## src/rtl/uart_tx_buffer.sv

```systemverilog
// Byte FIFO plus handshake FSM feeding a UART transmitter's data_in/start.
// Define UART_TXBUF_OVERFLOW_EN to build the sticky write-when-full overflow flag.
module uart_tx_buffer #(
    parameter int DEPTH_LOG2 = 4
) (
    input  logic                  clk,
    input  logic                  resetN,
    input  logic                  wr_en,
    input  logic [7:0]            wr_data,
    output logic                  full,
    output logic                  empty,
    output logic [DEPTH_LOG2:0]   count,
    output logic [7:0]            tx_data,
    output logic                  tx_start,
    input  logic                  tx_busy,
    output logic                  overflow
);

    localparam int DEPTH = 1 << DEPTH_LOG2;
    localparam logic [DEPTH_LOG2:0] COUNT_FULL = {1'b1, {DEPTH_LOG2{1'b0}}};

    typedef enum logic [1:0] {
        IDLE,
        REQ,
        WAIT_ACK,
        WAIT_DONE
    } state_e;

    logic [7:0]            mem_q [DEPTH];
    logic [DEPTH_LOG2-1:0] wr_ptr_q, wr_ptr_d;
    logic [DEPTH_LOG2-1:0] rd_ptr_q, rd_ptr_d;
    logic [DEPTH_LOG2:0]   count_q, count_d;
    state_e                state_q, state_d;
    logic [7:0]            tx_data_q, tx_data_d;
    logic                  tx_start_q, tx_start_d;
    logic                  wr_accept;
    logic                  pop;

    assign full     = (count_q == COUNT_FULL);
    assign empty    = (count_q == '0);
    assign count    = count_q;
    assign tx_data  = tx_data_q;
    assign tx_start = tx_start_q;

    // Writes are judged against the pre-edge full flag, so a write on a pop edge while full is dropped.
    assign wr_accept = wr_en && !full;

    // Handshake FSM: present the head byte, hold it until busy is seen, then wait for the
    // transmitter to finish before looking at the FIFO again.
    always_comb begin
        // NOTE: every combinational output gets a default first so no path leaves it unassigned (no latch).
        state_d    = state_q;
        tx_data_d  = tx_data_q;
        tx_start_d = tx_start_q;
        pop        = 1'b0;

        unique case (state_q)
            IDLE: begin
                tx_start_d = 1'b0;
                if (!empty) begin
                    tx_data_d  = mem_q[rd_ptr_q];
                    tx_start_d = 1'b1;
                    state_d    = REQ;
                end
            end
            REQ, WAIT_ACK: begin
                if (tx_busy) begin
                    pop        = 1'b1;
                    tx_start_d = 1'b0;
                    state_d    = WAIT_DONE;
                end else begin
                    state_d = WAIT_ACK;
                end
            end
            WAIT_DONE: begin
                if (!tx_busy) begin
                    state_d = IDLE;
                end
            end
            default: begin
                state_d    = IDLE;
                tx_start_d = 1'b0;
            end
        endcase
    end

    always_comb begin
        wr_ptr_d = wr_accept ? wr_ptr_q + 1'b1 : wr_ptr_q;
        rd_ptr_d = pop ? rd_ptr_q + 1'b1 : rd_ptr_q;
        unique case ({wr_accept, pop})
            2'b10:   count_d = count_q + 1'b1;
            2'b01:   count_d = count_q - 1'b1;
            default: count_d = count_q;
        endcase
    end

    always_ff @(posedge clk or negedge resetN) begin
        // NOTE: sequential state uses non-blocking assignments so every flop samples pre-edge values.
        if (!resetN) begin
            wr_ptr_q   <= '0;
            rd_ptr_q   <= '0;
            count_q    <= '0;
            state_q    <= IDLE;
            tx_data_q  <= 8'h00;
            tx_start_q <= 1'b0;
        end else begin
            wr_ptr_q   <= wr_ptr_d;
            rd_ptr_q   <= rd_ptr_d;
            count_q    <= count_d;
            state_q    <= state_d;
            tx_data_q  <= tx_data_d;
            tx_start_q <= tx_start_d;
        end
    end

    // NOTE: the storage array is deliberately not reset; pointers and count alone define which entries are valid.
    always_ff @(posedge clk) begin
        if (wr_accept) begin
            mem_q[wr_ptr_q] <= wr_data;
        end
    end

`ifdef UART_TXBUF_OVERFLOW_EN
    logic overflow_q, overflow_d;

    // Sticky: only reset clears it.
    assign overflow_d = overflow_q | (wr_en & full);

    always_ff @(posedge clk or negedge resetN) begin
        if (!resetN) begin
            overflow_q <= 1'b0;
        end else begin
            overflow_q <= overflow_d;
        end
    end

    assign overflow = overflow_q;
`else
    assign overflow = 1'b0;
`endif

endmodule

```

## config.mk

```make
export PLATFORM = sky130hd
export DESIGN_NAME = uart_tx_buffer
export DESIGN_NICKNAME = d
export VERILOG_FILES = /design/src/rtl/uart_tx_buffer.sv
export SDC_FILE = /design/constraint.sdc
export NUM_CORES = 1
export LEC_CHECK = 0
export BUFFER_PORTS_ARGS = -buffer_cell sky130_fd_sc_hd__buf_4
export CAP_MARGIN = 10
export CELL_PAD_IN_SITES_DETAIL_PLACEMENT = 1
export CELL_PAD_IN_SITES_GLOBAL_PLACEMENT = 2
export CORE_MARGIN = 8
export CORE_UTILIZATION = 47
export DETAILED_ROUTE_END_ITERATION = 8
export PLACE_DENSITY = 0.79
export SLEW_MARGIN = 20
export SYNTH_ARGS = -nofsm -noshare
export SYNTH_HDL_FRONTEND = slang
export SYNTH_SLANG_ARGS = --single-unit
```

## constraint.sdc

```tcl
create_clock -name clk -period 3.1 [get_ports clk]
set_clock_uncertainty 0.2 [all_clocks]
set_input_delay 0.62 -clock clk [delete_from_list [all_inputs] [get_ports clk]]
set_output_delay 0.62 -clock clk [all_outputs]
set_load 0.005 [all_outputs]
```

==> results.yml, run 1 <==
clock_tree:
  cts_setup_buffers: 0
  clock_sinks: 152
  ctsLongestPathBuffers: 2
  cts_hold_buf: 1
  cts_buffers: 17
  cts_resized: 0
  h-tree-depth: 4
  clk_latency_ns: 0.42
  cts-root-buf: "clkbuf_16"
  cts_tree: "done"
  clk_pin_slew_worst_paths_ns: 0.06
detailed_routing:
  ant_nets: 0
  wl_per_cell_um: 22.9
  remaining_drc_errors: 0
  wl_um: 13100
  vias_per_cell: 5.46
  drt_first_pass_iters: 4
  drt_iter0_drc: 198
  vias: 3113
timing:
  min_period_ns: 2.80
  worst_pin_slew_ns: 0.535
  slew_viol_final: 0
  fin_ws_ns: 0.304
  rsz0062_at_grt: "false"
  post-route-period-util_pct: 90.2
  finalSetupTns_ns: 0
  hold_violations: 0
  fmax_mhz: 358
  slew_headroom_pct: 64.4
  setup_viol: 0
outcome:
  run_status: "completed"
critical_path:
  critPathLaunchType: "register"
  worstPathMaxFanout: 10
  crit_path_end: "count[4]"
  cp.arrival_ns: 2.89
  crit_path_start: "count[1]"
  rr_startpoint: "count[1]"
  r2r_end: "count[4]"
  rrSetupSlack_ns: 0.30
  cpMaxStageDelayCell: "dfrtp_1"
  cp.required_ns: 3.19
  cp-end-kind: "register"
  path_cells: "nor4_1 > a21boi_1 > inv_1 > ha_1 > xor2_1 > ha_1 > o211a_1 > o31ai_1 > a31oi_1 > xor2_1"
  critPathKind: "register to register"
  max_stage_delay_ns: 0.48
  reg2reg_depth: 10
placed_design:
  port_buffers: 27
  place_hpwl_um: 8510
  pre_cts_slack_ns: 0.285
  gp_congestion: 0.750
global_route:
  overflow: 0
  grt_pass1_wl_um: 20800
  grt_antenna_before_repair: 0
  grt_usage_pct: 17.1
  grt_max_degree: 34
  grt_pass1_vias: 3484
worst_hold_path:
  hold_class: "input port to register"
cells_and_area:
  final_common_cell: "edfxtp_1"
  mostFrequentLayoutCells: "edfxtp_1 (128), buf_4 (50), mux4_2 (32), dfrtp_1 (23)"
  drive_gt1_share_pct: 31.0
  n_antenna_cell: 0
  finalNetCount: 404
  syn2layout_area_growth_pct: 17.6
floorplan:
  die_w_um: 131
  start_util_pct: 47.5
  row_count: 42
  core_um2: 13000
  fp.dieH_um: 131
  io_pins: 29
  dieArea_um2: 17100
pwr:
  power_density_nw_per_um2: 954
  power.leakage_nw: 2.62
  vdd_drop_max_mv: 0.502
logic_synthesis:
  synth_enable_flop_cells: 128
  synth_area_um2: 6190
  synth_top_flop_cell: "edfxtp_1"
  ys_types: 40
  async_flop_share_pct: 15.8
  synth_nets: 354
  syn_inst: 331
  ys_seq_area_share_pct: 71.7
  yosysWarnings: 0
  avgSynthCellArea_um2: 18.7
  ys_ff_latch: 152
job:
  max-cap-violations: 0
sequential cells by signal (all words and copies together), names as in the netlist:
signal / cells
mem_q: 128
tx_data: 8
count: 5
rd_ptr_q: 4
wr_ptr_q: 4
state_q: 2
tx_start: 1
metrics by stage:
step                      total power [mW]  hold WS (ns)  instances  utilization (%)  instance area (um2)
final                                 6.95         0.268        570             55.9                 7280
after global routing                  7.33         0.258        570             55.9                 7280
after CTS                             7.05         0.254        570             55.9                 7280
after detailed placement              4.95         0.301        537             51.2                 6670
after global placement                4.86         0.294        537             51.2                 6670
after floorplan                       4.26         0.124        331                -                 6190
cell usage after synthesis, types with 2 or more instances:
library cell  instances  share of area, %
edfxtp_1            128                62
mux4_2               32                12
dfrtp_1              24               9.7
mux2i_1              17               2.7
nor2_1               17               1.0
nand2_1              16              0.97
ha_1                 11               2.2
clkbuf_1              8              0.48
o221ai_1              8               1.1
inv_1                 7              0.42
xnor2_1               6              0.85
a21oi_1               5              0.40
buf_2                 5              0.40
xor2_1                5              0.71
nor3_1                4              0.32
o21ai_0               4              0.32
buf_6                 3              0.55
nand2b_1              3              0.30
a311oi_1              2              0.28
and2_1                2              0.20
buf_1                 2              0.12
mux2_2                2              0.36
nand4_1               2              0.20
nor3b_1               2              0.24
worst min path at each step:
stage / start / slack, ns / to / depth (start not counted)
2_1_floorplan: resetN / 0.12 / count[0] / 0
3_3_place_gp: tx_data[3] / 0.29 / tx_data[3] / 2
3_5_place_dp: tx_data[4] / 0.30 / tx_data[4] / 2
4_1_cts: tx_busy / 0.25 / state_q[0] / 2
5_1_grt: tx_busy / 0.26 / state_q[0] / 2
6_report: tx_busy / 0.27 / state_q[0] / 2
area by class of cell:
cell class              instances  area [um2]
flip-flops and latches        152        4450
inverters                       7        26.3
repair buffers                 51         385
clock buffers                  19         433
well taps                     176         220
clock inverters                13         166
fillers                      1188        5750
multi-input cells             152        1610
critical path, delay by kind of cell (launching register included):
kind	cells	cell delay [ns]
buf+inv	1	0.10
flops	1	0.48
xor+xnor	2	0.28
simple gates	1	0.37
fa+ha+maj	2	0.60
compound gates	4	0.65
power by group:
group          leakage, nW  switching [mW]  internal [mW]  total, mW
clock network        0.296           0.810           1.27       2.08
logic                0.881            1.04          0.998       2.04
registers             1.44           0.272           2.56       2.83
total                 2.62            2.12           4.83       6.95
metal layers:
| metal | part of all wire, % | routed length, um | track usage, % | vias to the layer above |
|---|---|---|---|---|
| met5 | 0 | 0 | 0 | - |
| met4 | 1.1 | 146 | 6.14 | 0 |
| met3 | 5.4 | 700 | 4.22 | 11 |
| met2 | 50 | 6500 | 28.1 | 68 |
| met1 | 44 | 5720 | 21.8 | 1621 |
| li1 | - | - | - | 1413 |
cell families after synthesis:
group	count (synthesis)	synth area share (%)
buf+inv	27	2.32
simple gates	51	3.92
xor+xnor	11	1.56
compound gates	27	3.43
other cells	1	0.0605
flops	152	71.7
fa+ha+maj	11	2.22
mux	51	14.7
No activity file was read; power rests on OpenSTA's default activity.
==> run 2, diff against run 1 <==
- PLACE_DENSITY: 0.79 -> 0.91
==> results.yml, run 2 (synthesis gave the netlist of run 1 again) <==
clock_tree:
  cts_tree: "done"
  cts_setup_buffers: 0
  cts_buffers: 17
  clk_latency_ns: 0.41
  clk_pin_slew_worst_paths_ns: 0.06
  cts-root-buf: "clkbuf_16"
  h-tree-depth: 4
  ctsLongestPathBuffers: 2
  clock_sinks: 152
placed_design:
  port_buffers: 27
  place_hpwl_um: 8670
  gp_congestion: 0.740
worst_hold_path:
  hold_class: "input port to register"
floorplan:
  core_um2: 13000
  fp.dieH_um: 131
  io_pins: 29
  start_util_pct: 47.5
  die_w_um: 131
  dieArea_um2: 17100
  row_count: 42
timing:
  whs_ns: 0.278
  post-route-period-util_pct: 91.9
  finalSetupTns_ns: 0
  min_period_ns: 2.85
  hold_violations: 0
  slew_headroom_pct: 46.2
  setup_viol: 0
  fmax_mhz: 351
  worst_pin_slew_ns: 0.807
  slew_viol_final: 0
  rsz0062_at_grt: "false"
critical_path:
  cp-end-kind: "register"
  cpMaxStageDelayCell: "ha_1"
  path_cells: "inv_1 > ha_1 > and2_1 > ha_1 > xor2_1 > ha_1 > o211a_1 > o31ai_1 > a31oi_1 > xor2_1"
  cp.arrival_ns: 2.93
  cp.required_ns: 3.18
  crit_buf_inv: 1
  crit_family: "adder cells"
  critPathLaunchType: "register"
  critPathKind: "register to register"
  worstPathMaxFanout: 9
  crit_top_cell: "ha_1"
  max_stage_delay_ns: 0.41
cells_and_area:
  syn2layout_area_growth_pct: 16.5
  n_antenna_cell: 0
  fillers: 1207
  drive_gt1_share_pct: 29.4
  mostFrequentLayoutCells: "edfxtp_1 (128), buf_4 (46), mux4_2 (32), dfrtp_1 (23)"
  final_common_cell: "edfxtp_1"
  finalNetCount: 402
  largest_register_ffs: 128
  largest-register: "mem_q"
global_route:
  use_met2_pct: 28.6
  grt_max_degree: 25
  grt_usage_pct: 16.7
  use_met1_pct: 20.3
  grt_antenna_before_repair: 0
  grt_pass1_wl_um: 20300
  grt_pass1_vias: 3494
  overflow: 0
  busiest_layer: "met2"
  globalRouteMet3Util_pct: 4.14
detailed_routing:
  vias_per_cell: 5.48
  wl_um: 13000
  ant_nets: 0
  drt_first_pass_iters: 4
  drt_iter0_drc: 171
  wl_per_cell_um: 22.9
  remaining_drc_errors: 0
  vias: 3108
pwr:
  power.leakage_nw: 2.57
  power_density_nw_per_um2: 935
  vdd_drop_max_mv: 0.476
outcome:
  run_status: "completed"
job:
  max-cap-violations: 0
run 2: cell count changes in the layout (fill, tap and decap cells not counted):
cell	before	now
buf_4	50	46
inv_6	4	0
clkinv_1	0	3
clkinv_4	3	0
clkinvlp_4	0	3
buf_12	0	2
bufinv_16	3	1
clkbuf_1	2	3
clkinv_2	3	4
run 2: timing repair:
item,CTS,global route
endpoints found under the hold margin,24,0
resized for setup,0,0
hold buffers,1,0
run 2: cell type report:
type / count / area [um2] / area share [%]
Sequential cell: 152 / 4450 / 61.6
Multi-Input combinational cell: 152 / 1610 / 22.3
Clock buffer: 20 / 437 / 6.05
Timing Repair Buffer: 49 / 395 / 5.48
Tap cell: 176 / 220 / 3.05
Clock inverter: 11 / 83.8 / 1.16
Inverter: 7 / 26.3 / 0.364
run 2: worst paths after layout:
kind,start,endpoint,slack [ns],cells past startpoint
setup / recovery,state_q[0],count[4],0.25,10
hold / removal,tx_busy,state_q[0],0.28,2
setup reg to reg,state_q[0],count[4],0.25,10
hold reg to reg,tx_data[3],tx_data[3],0.34,2
max in group asynchronous,resetN,rd_ptr_q[2],1.97,2
min in group asynchronous,resetN,count[2],0.45,2
run 2: worst register-to-register path: cells and delay by family (launching register included):
family                     cells  cell delay [ns]
adders and majority gates      3             0.96
DFF                            1             0.38
buffers and inverters          1             0.06
and+or+nand+nor                1             0.32
xor gates and xnor gates       2             0.29
AOI/OAI and AO/OA              3             0.50
run 2: metrics by stage:
step,worst slack [ns],util [%],power (mW),cells,area [um2]
final,0.251,55.4,6.75,567,7210
after global routing,0.0435,55.4,7.08,567,7210
after CTS,0.245,55.4,6.84,567,7210
after detailed placement,0.274,51.3,4.97,535,6680
after global placement,0.353,51.3,4.83,535,6680
after floorplan,0.237,-,4.26,331,6190
run 2: per-layer routing:
| metal | vias to the layer above | share of wire (%) |
|---|---|---|
| li1 | 1397 | - |
| met1 | 1635 | 42 |
| met2 | 68 | 53 |
| met3 | 8 | 4.7 |
| met4 | 0 | 0.79 |
| met5 | - | 0 |
run 2: power by group:
group / total, mW / internal [mW] / switching [mW]
sequential: 2.91 / 2.55 / 0.359
combinational: 1.98 / 1.03 / 0.958
clock: 1.85 / 1.08 / 0.765
==> run 3, diff against run 2 <==
- ABC_AREA: default -> 1
- BUFFER_PORTS_ARGS: -buffer_cell sky130_fd_sc_hd__buf_4 -> -buffer_cell sky130_fd_sc_hd__buf_2
- CORE_UTILIZATION: 47 -> 40
==> results.yml, run 3 <==
outcome:
  run_status: "completed"
logic_synthesis:
  ys_ff_latch: 152
  synthTopCellsByArea: "edfxtp_1 (56%), nand2_1 (12%), dfrtp_1 (8.8%)"
  yosysWarnings: 0
  synth_nets: 710
  yosys.area_share.adder_pct: 2.01
  ys_types: 25
  synth_compound_area_share_pct: 0.951
  synth_enable_flop_cells: 128
  syn_inst: 687
  synth.mux.area_fraction_pct: 0
  yosys.area_share.simple_pct: 21.6
  synth_xor_xnor_area_share_pct: 1.28
  yosysTopAreaCell: "edfxtp_1"
  ys_seq_area_share_pct: 65.0
  yosysMostFrequentCell: "nand2_1"
  synth_area_um2: 6840
  synth_top_area_share_pct: 56.2
  synthTopCellsByCount: "nand2_1 (224), edfxtp_1 (128), inv_1 (117)"
  async_flop_share_pct: 15.8
  synth_top_family_by_area: "simple AND/OR/NAND/NOR gates"
  avgSynthCellArea_um2: 9.95
  synth_top_flop_cell: "edfxtp_1"
timing:
  worst_pin_slew_ns: 0.825
  finalSetupTns_ns: 0
  slew_headroom_pct: 44.6
  setup_viol: 0
  hold_violations: 0
  post-route-period-util_pct: 87.6
  min_period_ns: 2.72
  rsz0062_at_grt: "false"
  slew_viol_final: 0
  fin_ws_ns: 0.384
  fmax_mhz: 368
worst_hold_path:
  hold_class: "register to register"
placed_design:
  dpl_cell_area_um2: 7230
  port_buffers: 27
  pre_cts_slack_ns: 0.375
  gp_congestion: 0.815
  place_hpwl_um: 11300
clock_tree:
  clk_latency_ns: 0.43
  clk_pin_slew_worst_paths_ns: 0.06
  cts_hold_buf: 1
  clock_sinks: 152
  ctsLongestPathBuffers: 2
  cts_resized: 0
  cts-root-buf: "clkbuf_16"
  cts_tree: "done"
  cts_buffers: 17
  h-tree-depth: 4
  cts_setup_buffers: 0
pwr:
  power_mw: 7.43
  combPwrFrac_pct: 35.1
  swShare_pct: 38.2
  seqPwrFrac_pct: 36.5
  power.internal_mw: 4.60
  clkPwrFrac_pct: 28.4
  p_sw_mw: 2.84
  vdd_drop_max_mv: 0.535
  power_density_nw_per_um2: 948
  power.leakage_nw: 3.51
cells_and_area:
  fillers: 1888
  finalNetCount: 747
  mostFrequentLayoutCells: "nand2_1 (224), edfxtp_1 (128), inv_1 (117), nand3_1 (102), buf_2 (27)"
  n_antenna_cell: 0
  final_area_um2: 7840
  largest_register_ffs: 128
  syn2layout_area_growth_pct: 14.6
  final_common_cell: "nand2_1"
  drive_gt1_share_pct: 11.5
  regArea_um2: 4450
  utilization_pct: 46.1
  multiInputGateArea_um2: 1770
  largest-register: "mem_q"
critical_path:
  worstPathMaxFanout: 16
  cp-end-kind: "register"
  critPathKind: "register to register"
  critPathLaunchType: "register"
  cp.arrival_ns: 2.89
  cp.required_ns: 3.27
detailed_routing:
  vias_per_cell: 4.89
  drt_iter0_drc: 255
  vias: 4708
  wl_um: 17300
  wl_per_cell_um: 17.9
  remaining_drc_errors: 0
  ant_nets: 0
  drt_first_pass_iters: 4
job:
  max-cap-violations: 0
floorplan:
  fp.dieH_um: 147
  start_util_pct: 40.2
  dieArea_um2: 21500
  die_w_um: 147
  io_pins: 29
  core_um2: 17000
  row_count: 48
global_route:
  grt_usage_pct: 16.9
  overflow: 0
  grt_pass1_wl_um: 27300
  grt_antenna_before_repair: 0
  grt_max_degree: 67
  grt_pass1_vias: 5046
## run 3: worst paths after layout
check                            from     endpoint  slack (ns)  depth (start not counted)
max                          count[0]     count[4]        0.38                         15
min                        tx_data[6]   tx_data[6]        0.28                          2
max reg2reg                  count[0]     count[4]        0.38                         15
min reg2reg                tx_data[6]   tx_data[6]        0.28                          2
max in group asynchronous      resetN  rd_ptr_q[0]        1.71                          2
min in group asynchronous      resetN   tx_data[0]        0.55                          2
## run 3: layer usage
layer / part of all wire (%) / up-vias / GRT usage [%]
met3: 3.9 / 40 / 3.23
li1: - / 2270 / -
met4: 3.4 / 0 / 8.76
met1: 41 / 2306 / 19.3
met2: 51 / 92 / 29.6
met5: 0 / - / 0
## run 3: area by class of cell
class                      count  area share (%)
clock buffer                  17            5.43
clock inverter                15            2.27
sequential                   152            56.7
tap                          225            3.59
multi-input combinational    385            22.6
inverter                     123            5.89
timing repair buffer          45            3.48
## run 3: worst max-delay path, cell delays in order, from the launching register on
cell and delay [ns]:
dfrtp_1 0.43, nor2_1 0.14, nand2_1 0.11, nor2_2 0.11, inv_1 0.06, nand2_2 0.26, ha_1 0.36, xor2_1 0.23
ha_1 0.18, inv_1 0.04, nand2_1 0.09, nand3_1 0.09, nand2_1 0.08, xor2_1 0.14, nand2_1 0.07, nand2_1 0.06
## run 3: cells by family (layout without fill, tap and decap cells)
kind of cell             count (synthesis)  after routing
AND/OR/NAND/NOR                        351            351
flip-flops                             152            152
buffers and inverters                  150            200
AO/OA/AOI/OAI                           12             12
adder cells (fa/ha/maj)                 11             11
XOR/XNOR                                10             10
other                                    1              1
## run 3: power groups by stage
stage	logic [mW]	registers [mW]	clock network, mW
finish	2.61	2.72	2.11
global route	2.93	2.75	2.22
CTS	2.65	2.72	2.14
detailed placement	2.62	2.76	0
global placement	2.51	2.73	0
floorplan	1.82	2.71	0
## run 3: per-stage QoR
stage	hold slack, ns	std cells
finish	0.276	962
global route	0.313	962
CTS	0.280	962
detailed placement	0.263	929
global placement	0.264	929
floorplan	0.124	687
